<file path="config.mk">
export PLATFORM = sky130hd
export DESIGN_NAME = recorder_ctrl
export DESIGN_NICKNAME = d
export VERILOG_FILES = /design/src/rtl/recorder_ctrl.sv
export SDC_FILE = /design/constraint.sdc
export NUM_CORES = 1
export LEC_CHECK = 0
export ABC_AREA = 1
export CAP_MARGIN = 20
export CELL_PAD_IN_SITES_DETAIL_PLACEMENT = 0
export CELL_PAD_IN_SITES_GLOBAL_PLACEMENT = 1
export CORE_MARGIN = 3
export CORE_UTILIZATION = 41
export DETAILED_ROUTE_END_ITERATION = 8
export HOLD_SLACK_MARGIN = 0.06
export PLACE_DENSITY = 0.93
export SYNTH_ARGS = -nofsm -noshare
export SYNTH_HDL_FRONTEND = slang
export SYNTH_SLANG_ARGS = --single-unit
</file>
<file path="constraint.sdc">
create_clock -name clk -period 3.7 [get_ports clk]
set_input_delay 0.74 -clock clk [delete_from_list [all_inputs] [get_ports clk]]
set_output_delay 0.74 -clock clk [all_outputs]
set_load 0.02 [all_outputs]
</file>
<file path="src/rtl/recorder_ctrl.sv">
// recorder_ctrl: record/playback sequencer that owns the single SRAM request port.
// Optional RECORDER_LOOP_EN: playback wraps from word end_addr-1 back to word 0.
module recorder_ctrl #(
  parameter int ADDR_W = 18,
  parameter int DATA_W = 16,
  parameter int NUM_CH = 2
) (
  input  logic              clk,
  input  logic              reset,
  input  logic              record_btn,
  input  logic              play_btn,
  input  logic              sample_valid,
  input  logic [DATA_W-1:0] sample_data,
  input  logic              dac_req,
  output logic              dac_valid,
  output logic [DATA_W-1:0] dac_data,
  output logic              mem_req,
  output logic              mem_we,
  output logic [ADDR_W-1:0] mem_addr,
  output logic [DATA_W-1:0] mem_wdata,
  input  logic              mem_ack,
  input  logic [DATA_W-1:0] mem_rdata,
  output logic              recording,
  output logic              playing,
  output logic [ADDR_W-1:0] end_addr,
  output logic              overrun,
  output logic              underrun
);

  typedef enum logic [1:0] {
    S_IDLE,
    S_RECORD,
    S_PLAY
  } state_t;

  // Largest whole number of frames that fits in the address space.
  localparam int              CAP_INT = ((1 << ADDR_W) / NUM_CH) * NUM_CH;
  localparam logic [ADDR_W:0] CAP     = (ADDR_W + 1)'(CAP_INT);
  localparam logic [1:0]      LAST_CH = 2'(NUM_CH - 1);

  state_t              state_q, state_d;
  logic                rec_sync_q, rec_sync_d;
  logic                rec_prev_q, rec_prev_d;
  logic                play_sync_q, play_sync_d;
  logic                play_prev_q, play_prev_d;
  logic                hold_full_q, hold_full_d;
  logic [DATA_W-1:0]   hold_data_q, hold_data_d;
  logic                mem_req_q, mem_req_d;
  logic                mem_we_q, mem_we_d;
  logic [ADDR_W-1:0]   mem_addr_q, mem_addr_d;
  logic [DATA_W-1:0]   mem_wdata_q, mem_wdata_d;
  logic [ADDR_W:0]     wr_ptr_q, wr_ptr_d;
  logic [1:0]          ch_cnt_q, ch_cnt_d;
  logic [ADDR_W-1:0]   rd_ptr_q, rd_ptr_d;
  logic [ADDR_W-1:0]   end_addr_q, end_addr_d;
  logic                overrun_q, overrun_d;
  logic                underrun_q, underrun_d;
  logic                stop_pend_q, stop_pend_d;
  logic                play_stop_q, play_stop_d;
  logic                dac_valid_q, dac_valid_d;
  logic [DATA_W-1:0]   dac_data_q, dac_data_d;

  logic rec_rise;
  logic play_rise;
  logic ack_ok;
  logic slot_free;
  logic last_word;

  assign rec_rise  = rec_sync_q & ~rec_prev_q;
  assign play_rise = play_sync_q & ~play_prev_q;
  assign ack_ok    = mem_ack & mem_req_q;
  assign slot_free = ~mem_req_q | ack_ok;
  assign last_word = (rd_ptr_q + 1'b1) == end_addr_q;

  always_comb begin
    state_d     = state_q;
    rec_sync_d  = record_btn;
    rec_prev_d  = rec_sync_q;
    play_sync_d = play_btn;
    play_prev_d = play_sync_q;
    hold_full_d = hold_full_q;
    hold_data_d = hold_data_q;
    mem_req_d   = mem_req_q;
    mem_we_d    = mem_we_q;
    mem_addr_d  = mem_addr_q;
    mem_wdata_d = mem_wdata_q;
    wr_ptr_d    = wr_ptr_q;
    ch_cnt_d    = ch_cnt_q;
    rd_ptr_d    = rd_ptr_q;
    end_addr_d  = end_addr_q;
    overrun_d   = overrun_q;
    underrun_d  = underrun_q;
    stop_pend_d = stop_pend_q;
    play_stop_d = play_stop_q;
    dac_valid_d = 1'b0;
    dac_data_d  = dac_data_q;

    if (ack_ok) begin
      mem_req_d = 1'b0;
    end

    case (state_q)
      S_IDLE: begin
        if (rec_rise) begin
          state_d     = S_RECORD;
          wr_ptr_d    = '0;
          ch_cnt_d    = '0;
          overrun_d   = 1'b0;
          underrun_d  = 1'b0;
          stop_pend_d = 1'b0;
          hold_full_d = 1'b0;
        end else if (play_rise && end_addr_q != '0) begin
          state_d     = S_PLAY;
          rd_ptr_d    = '0;
          underrun_d  = 1'b0;
          play_stop_d = 1'b0;
        end
      end

      S_RECORD: begin
        if (rec_rise) begin
          stop_pend_d = 1'b1;
        end
        if (ack_ok) begin
          wr_ptr_d = wr_ptr_q + 1'b1;
          ch_cnt_d = (ch_cnt_q == LAST_CH) ? 2'd0 : ch_cnt_q + 2'd1;
        end

        // A stop request only takes effect on a frame boundary with the bus quiet.
        if (ack_ok && wr_ptr_d == CAP) begin
          state_d     = S_IDLE;
          end_addr_d  = wr_ptr_d[ADDR_W-1:0];
          hold_full_d = 1'b0;
        end else if ((stop_pend_q || rec_rise) && !mem_req_q && !hold_full_q &&
                     ch_cnt_q == 2'd0) begin
          state_d    = S_IDLE;
          end_addr_d = wr_ptr_q[ADDR_W-1:0];
        end else begin
          if (slot_free && hold_full_q) begin
            mem_req_d   = 1'b1;
            mem_we_d    = 1'b1;
            mem_addr_d  = wr_ptr_d[ADDR_W-1:0];
            mem_wdata_d = hold_data_q;
            hold_full_d = 1'b0;
          end
          if (sample_valid) begin
            if (slot_free && !hold_full_q) begin
              mem_req_d   = 1'b1;
              mem_we_d    = 1'b1;
              mem_addr_d  = wr_ptr_d[ADDR_W-1:0];
              mem_wdata_d = sample_data;
            end else if (!hold_full_d) begin
              hold_full_d = 1'b1;
              hold_data_d = sample_data;
            end else begin
              overrun_d = 1'b1;
            end
          end
        end
      end

      S_PLAY: begin
        // A stop waits for any outstanding read and discards its data.
        if (play_rise || play_stop_q) begin
          if (slot_free) begin
            state_d     = S_IDLE;
            play_stop_d = 1'b0;
          end else begin
            play_stop_d = 1'b1;
          end
        end else begin
          if (ack_ok) begin
            dac_valid_d = 1'b1;
            dac_data_d  = mem_rdata;
`ifdef RECORDER_LOOP_EN
            rd_ptr_d = last_word ? '0 : rd_ptr_q + 1'b1;
`else
            rd_ptr_d = rd_ptr_q + 1'b1;
            if (last_word) begin
              state_d = S_IDLE;
            end
`endif
          end
          if (dac_req && state_d == S_PLAY) begin
            if (slot_free) begin
              mem_req_d  = 1'b1;
              mem_we_d   = 1'b0;
              mem_addr_d = rd_ptr_d;
            end else begin
              underrun_d = 1'b1;
            end
          end
        end
      end

      default: begin
        state_d = S_IDLE;
      end
    endcase
  end

  always_ff @(posedge clk) begin
    if (reset) begin
      state_q     <= S_IDLE;
      rec_sync_q  <= 1'b0;
      rec_prev_q  <= 1'b0;
      play_sync_q <= 1'b0;
      play_prev_q <= 1'b0;
      hold_full_q <= 1'b0;
      hold_data_q <= '0;
      mem_req_q   <= 1'b0;
      mem_we_q    <= 1'b0;
      mem_addr_q  <= '0;
      mem_wdata_q <= '0;
      wr_ptr_q    <= '0;
      ch_cnt_q    <= '0;
      rd_ptr_q    <= '0;
      end_addr_q  <= '0;
      overrun_q   <= 1'b0;
      underrun_q  <= 1'b0;
      stop_pend_q <= 1'b0;
      play_stop_q <= 1'b0;
      dac_valid_q <= 1'b0;
      dac_data_q  <= '0;
    end else begin
      state_q     <= state_d;
      rec_sync_q  <= rec_sync_d;
      rec_prev_q  <= rec_prev_d;
      play_sync_q <= play_sync_d;
      play_prev_q <= play_prev_d;
      hold_full_q <= hold_full_d;
      hold_data_q <= hold_data_d;
      mem_req_q   <= mem_req_d;
      mem_we_q    <= mem_we_d;
      mem_addr_q  <= mem_addr_d;
      mem_wdata_q <= mem_wdata_d;
      wr_ptr_q    <= wr_ptr_d;
      ch_cnt_q    <= ch_cnt_d;
      rd_ptr_q    <= rd_ptr_d;
      end_addr_q  <= end_addr_d;
      overrun_q   <= overrun_d;
      underrun_q  <= underrun_d;
      stop_pend_q <= stop_pend_d;
      play_stop_q <= play_stop_d;
      dac_valid_q <= dac_valid_d;
      dac_data_q  <= dac_data_d;
    end
  end

  assign dac_valid = dac_valid_q;
  assign dac_data  = dac_data_q;
  assign mem_req   = mem_req_q;
  assign mem_we    = mem_we_q;
  assign mem_addr  = mem_addr_q;
  assign mem_wdata = mem_wdata_q;
  assign recording = (state_q == S_RECORD);
  assign playing   = (state_q == S_PLAY);
  assign end_addr  = end_addr_q;
  assign overrun   = overrun_q;
  assign underrun  = underrun_q;

endmodule
</file>
==> qor.txt <==
run status: completed
Layout fillers: 1870
number of global-route vias before repair: 7493
via total after detailed routing: 8106
unrepaired setup endpoints after global routing: no
cts bufs inserted: 17
largest area contributor in the synthesized netlist: dfxtp_1
Max-cap violations: 0
Setup TNS Final: 0 ns
total number of yosys warnings: 0
fin crit share: 81.9%
multi-input logic area: 4280 um^2
Post-Place Setup Slack: 0.244 ns
DRT antenna net count: 0
type of the tightest min-delay check: flop to flop
Post-Syn Instances: 1217
antenna diode instance count: 0
clk root buf: clkbuf_16
Hold Violations, Final: 0
number of gates given a new drive strength after cts: 0
summed area of non-filler cells in the final layout: 9680 um^2
dpl cell area: 9060 um^2
violation count after the first detailed-routing iteration: 678
total clock sinks: 137
leading post-synthesis cells by cell area: dfxtp_1, nand2_1, nor2_1
worst relative slew slack: 44.3%
count of unresolved DRC violations after routing: 0
setup violators final: 0
layout overhead on the synthesized area: 25.0%
initial cell density of the core: 42.4%
area taken by flip-flops and latches: 2740 um^2
worst-path fanout max: 38
CTS H-Tree Depth: 4
worst setup margin: 0.668 ns
clock tree from TritonCTS: done
transition at the pin with the smallest max-transition slack: 0.835 ns
Chip Width: 143 um
area of the core: 18300 um^2
ratio of cells with drive above 1 in the final layout: 6.65%
number of synthesized register bits: 137
non-filler cells in the finished layout: 1553
clock latency on the worst-skew pair: 0.42 ns
synthesized area divided by synthesized cell count: 6.37 um^2
full die area: 20600 um^2
standard-cell rows: 49
HPWL reported at the end of detailed placement: 17.2 mm
overall track demand over capacity in global routing: 23.7%
pin count of the biggest net entering global routing: 50
Crit path required time: 4.01 ns
Leakage Power: 3.87 nW
IR Drop Worst-Case VDD: 376 uV
Post-CTS Hold Buffers: 0
total nets after synthesis: 1265
final worst path period need: 3.03 ns
final worst hold slack: 0.429 ns
critical path launch point type: input port
data arrival time at the worst-slack endpoint: 3.34 ns
number of buffers on the longest clock path: 2
post-CTS setup buffers: 0
RD Place Congestion: 0.907
first-pass GRT wire length: 38.9 mm
Max Clock Freq: 0.330 GHz
area share of the largest cell type after synthesis: 35.4%
P per Cell Area: 505 nW/um^2
number of pins exceeding their max-slew limit in the final report: 0
power consumption: 4.89 mW
Syn Std Cell Area: 7750 um^2
distinct cell type count after synthesis: 42
per-cell routed wire length: 15.4 um
clock slew at the register clock pins of the worst setup and hold paths: 0.06 ns
share of the core filled with cells: 53.0%
number of vias per cell: 5.22
first drt pass iteration count: 4
clock skew after layout: 0.00842 ns
initial antenna violation count: 1
Worst setup EP type: flop
proportion of synthesized chip area in sequential cells: 35.4%
Net count, final: 1360
Routed Wire Length: 24.0 mm
Post-Place Cells: 1522
I/O pin count: 114
final global-route overflow total: 0
count of port buffers added during placement: 113
Setup Crit Path Kind: input port to flop
DIE HEIGHT: 143 um
per-layer routing:
layer	vias up	share of wire, %	GRT usage (%)
met5	-	0.029	0
met4	2	1.4	5.75
met3	30	8.3	5.92
met2	301	45	38.2
met1	3646	45	32.0
li1	4127	-	-
layout by cell type (no fill, tap or decap), drive strengths merged:
master | synthesis | final
nand4 | 11 | 11
a211oi | 2 | 2
clkinvlp | 0 | 4
o21a | 3 | 3
nand3 | 75 | 75
nor2 | 190 | 190
o21ai | 106 | 106
nor3 | 9 | 9
nand3b | 13 | 13
clkinv | 5 | 9
dfxtp | 137 | 137
o211ai | 22 | 22
inv | 114 | 116
a31oi | 8 | 8
bufinv | 0 | 4
and2 | 2 | 2
xnor3 | 1 | 1
clkbuf | 36 | 17
a21oi | 103 | 103
xor3 | 1 | 1
o21bai | 3 | 3
clkdlybuf4s50 | 0 | 112
or2 | 10 | 10
o22ai | 2 | 2
xnor2 | 3 | 3
nand2 | 323 | 323
xor2 | 4 | 4
nor4 | 4 | 4
ha | 9 | 9
buf | 21 | 21
flip-flops by register name (all words and copies together), names as in the netlist:
| register | cells |
|---|---|
| state_q | 2 |
| hold_data_q | 16 |
| mem_addr | 18 |
| underrun | 1 |
| play_prev_q | 1 |
| mem_we | 1 |
| overrun | 1 |
| rd_ptr_q | 18 |
| stop_pend_q | 1 |
| rec_prev_d | 1 |
| mem_req | 1 |
| dac_data | 16 |
| play_stop_q | 1 |
| rec_prev_q | 1 |
| hold_full_q | 1 |
| dac_valid | 1 |
| wr_ptr_q | 19 |
| end_addr | 18 |
| play_prev_d | 1 |
| mem_wdata | 16 |
| ch_cnt_q | 2 |
cells in the mapped netlist:
| master | count |
|---|---|
| and2_1 | 2 |
| buf_2 | 7 |
| o21bai_1 | 3 |
| nand4_1 | 10 |
| nor2_1 | 179 |
| nand3b_1 | 13 |
| nor2_4 | 4 |
| nand4_4 | 1 |
| nand2_2 | 4 |
| inv_4 | 1 |
| nor4_1 | 4 |
| o21ai_1 | 3 |
| or2_2 | 10 |
| dfxtp_1 | 137 |
| xnor2_1 | 3 |
| o22ai_1 | 2 |
| o211ai_1 | 22 |
| nand2_4 | 1 |
| buf_4 | 4 |
| clkbuf_2 | 1 |
| buf_1 | 5 |
| buf_6 | 5 |
| nand3_2 | 3 |
| nand3_4 | 1 |
| inv_2 | 2 |
| nor3_1 | 8 |
| nor3_2 | 1 |
| a21oi_1 | 103 |
| clkbuf_1 | 35 |
| inv_1 | 111 |
| a31oi_1 | 8 |
| o21a_1 | 3 |
| xor3_1 | 1 |
| nor2_2 | 7 |
| ha_1 | 9 |
| xnor3_1 | 1 |
| o21ai_0 | 103 |
| a211oi_1 | 2 |
| nand3_1 | 71 |
| nand2_1 | 318 |
| xor2_1 | 4 |
| clkinv_1 | 5 |
logic make-up after synthesis:
| kind of cell | share of synthesized area (%) |
|---|---|
| buffers and inverters | 9.37 |
| and+or+nand+nor | 35.2 |
| DFF | 35.4 |
| adders and majority gates | 1.45 |
| xor gates and xnor gates | 1.39 |
| AOI/OAI and AO/OA | 17.2 |
worst paths after layout:
kind / start / end / slack, ns / cells after the start
setup reg to reg: rd_ptr_q[1] / mem_addr[2] / 0.92 / 17
setup / recovery: mem_ack / mem_addr[2] / 0.67 / 15
hold / removal: ch_cnt_q[1] / ch_cnt_q[1] / 0.43 / 2
hold reg to reg: ch_cnt_q[1] / ch_cnt_q[1] / 0.43 / 2
where the power goes:
group	total, mW	leakage (nW)	internal [mW]	switching [mW]
Sequential	1.80	1.11	1.62	0.176
Clock	1.81	0.292	1.13	0.679
Combinational	1.28	2.47	0.508	0.771
final cells by class:
cell class              instances  share of cell area [%]
multi-input cells             904                    44.2
flip-flops and latches        137                    28.3
repair buffers                133                    13.4
inverters                     119                    4.64
clock buffers                  17                    4.39
well taps                     229                    2.96
clock inverters                14                    2.05
worst max-delay path: stages:
cell	delay, ns
clkdlybuf4s50_1	0.53
buf_4	0.17
nand3_1	0.15
nor2_2	0.23
xnor2_1	0.23
nand2_1	0.08
nor2_1	0.10
nand2_1	0.07
nor2_2	0.20
nand4_4	0.20
nand2_4	0.11
nor2_2	0.04
buf_4	0.24
a21oi_1	0.17
nor2_1	0.06
Power figures use the tool's default switching activity.
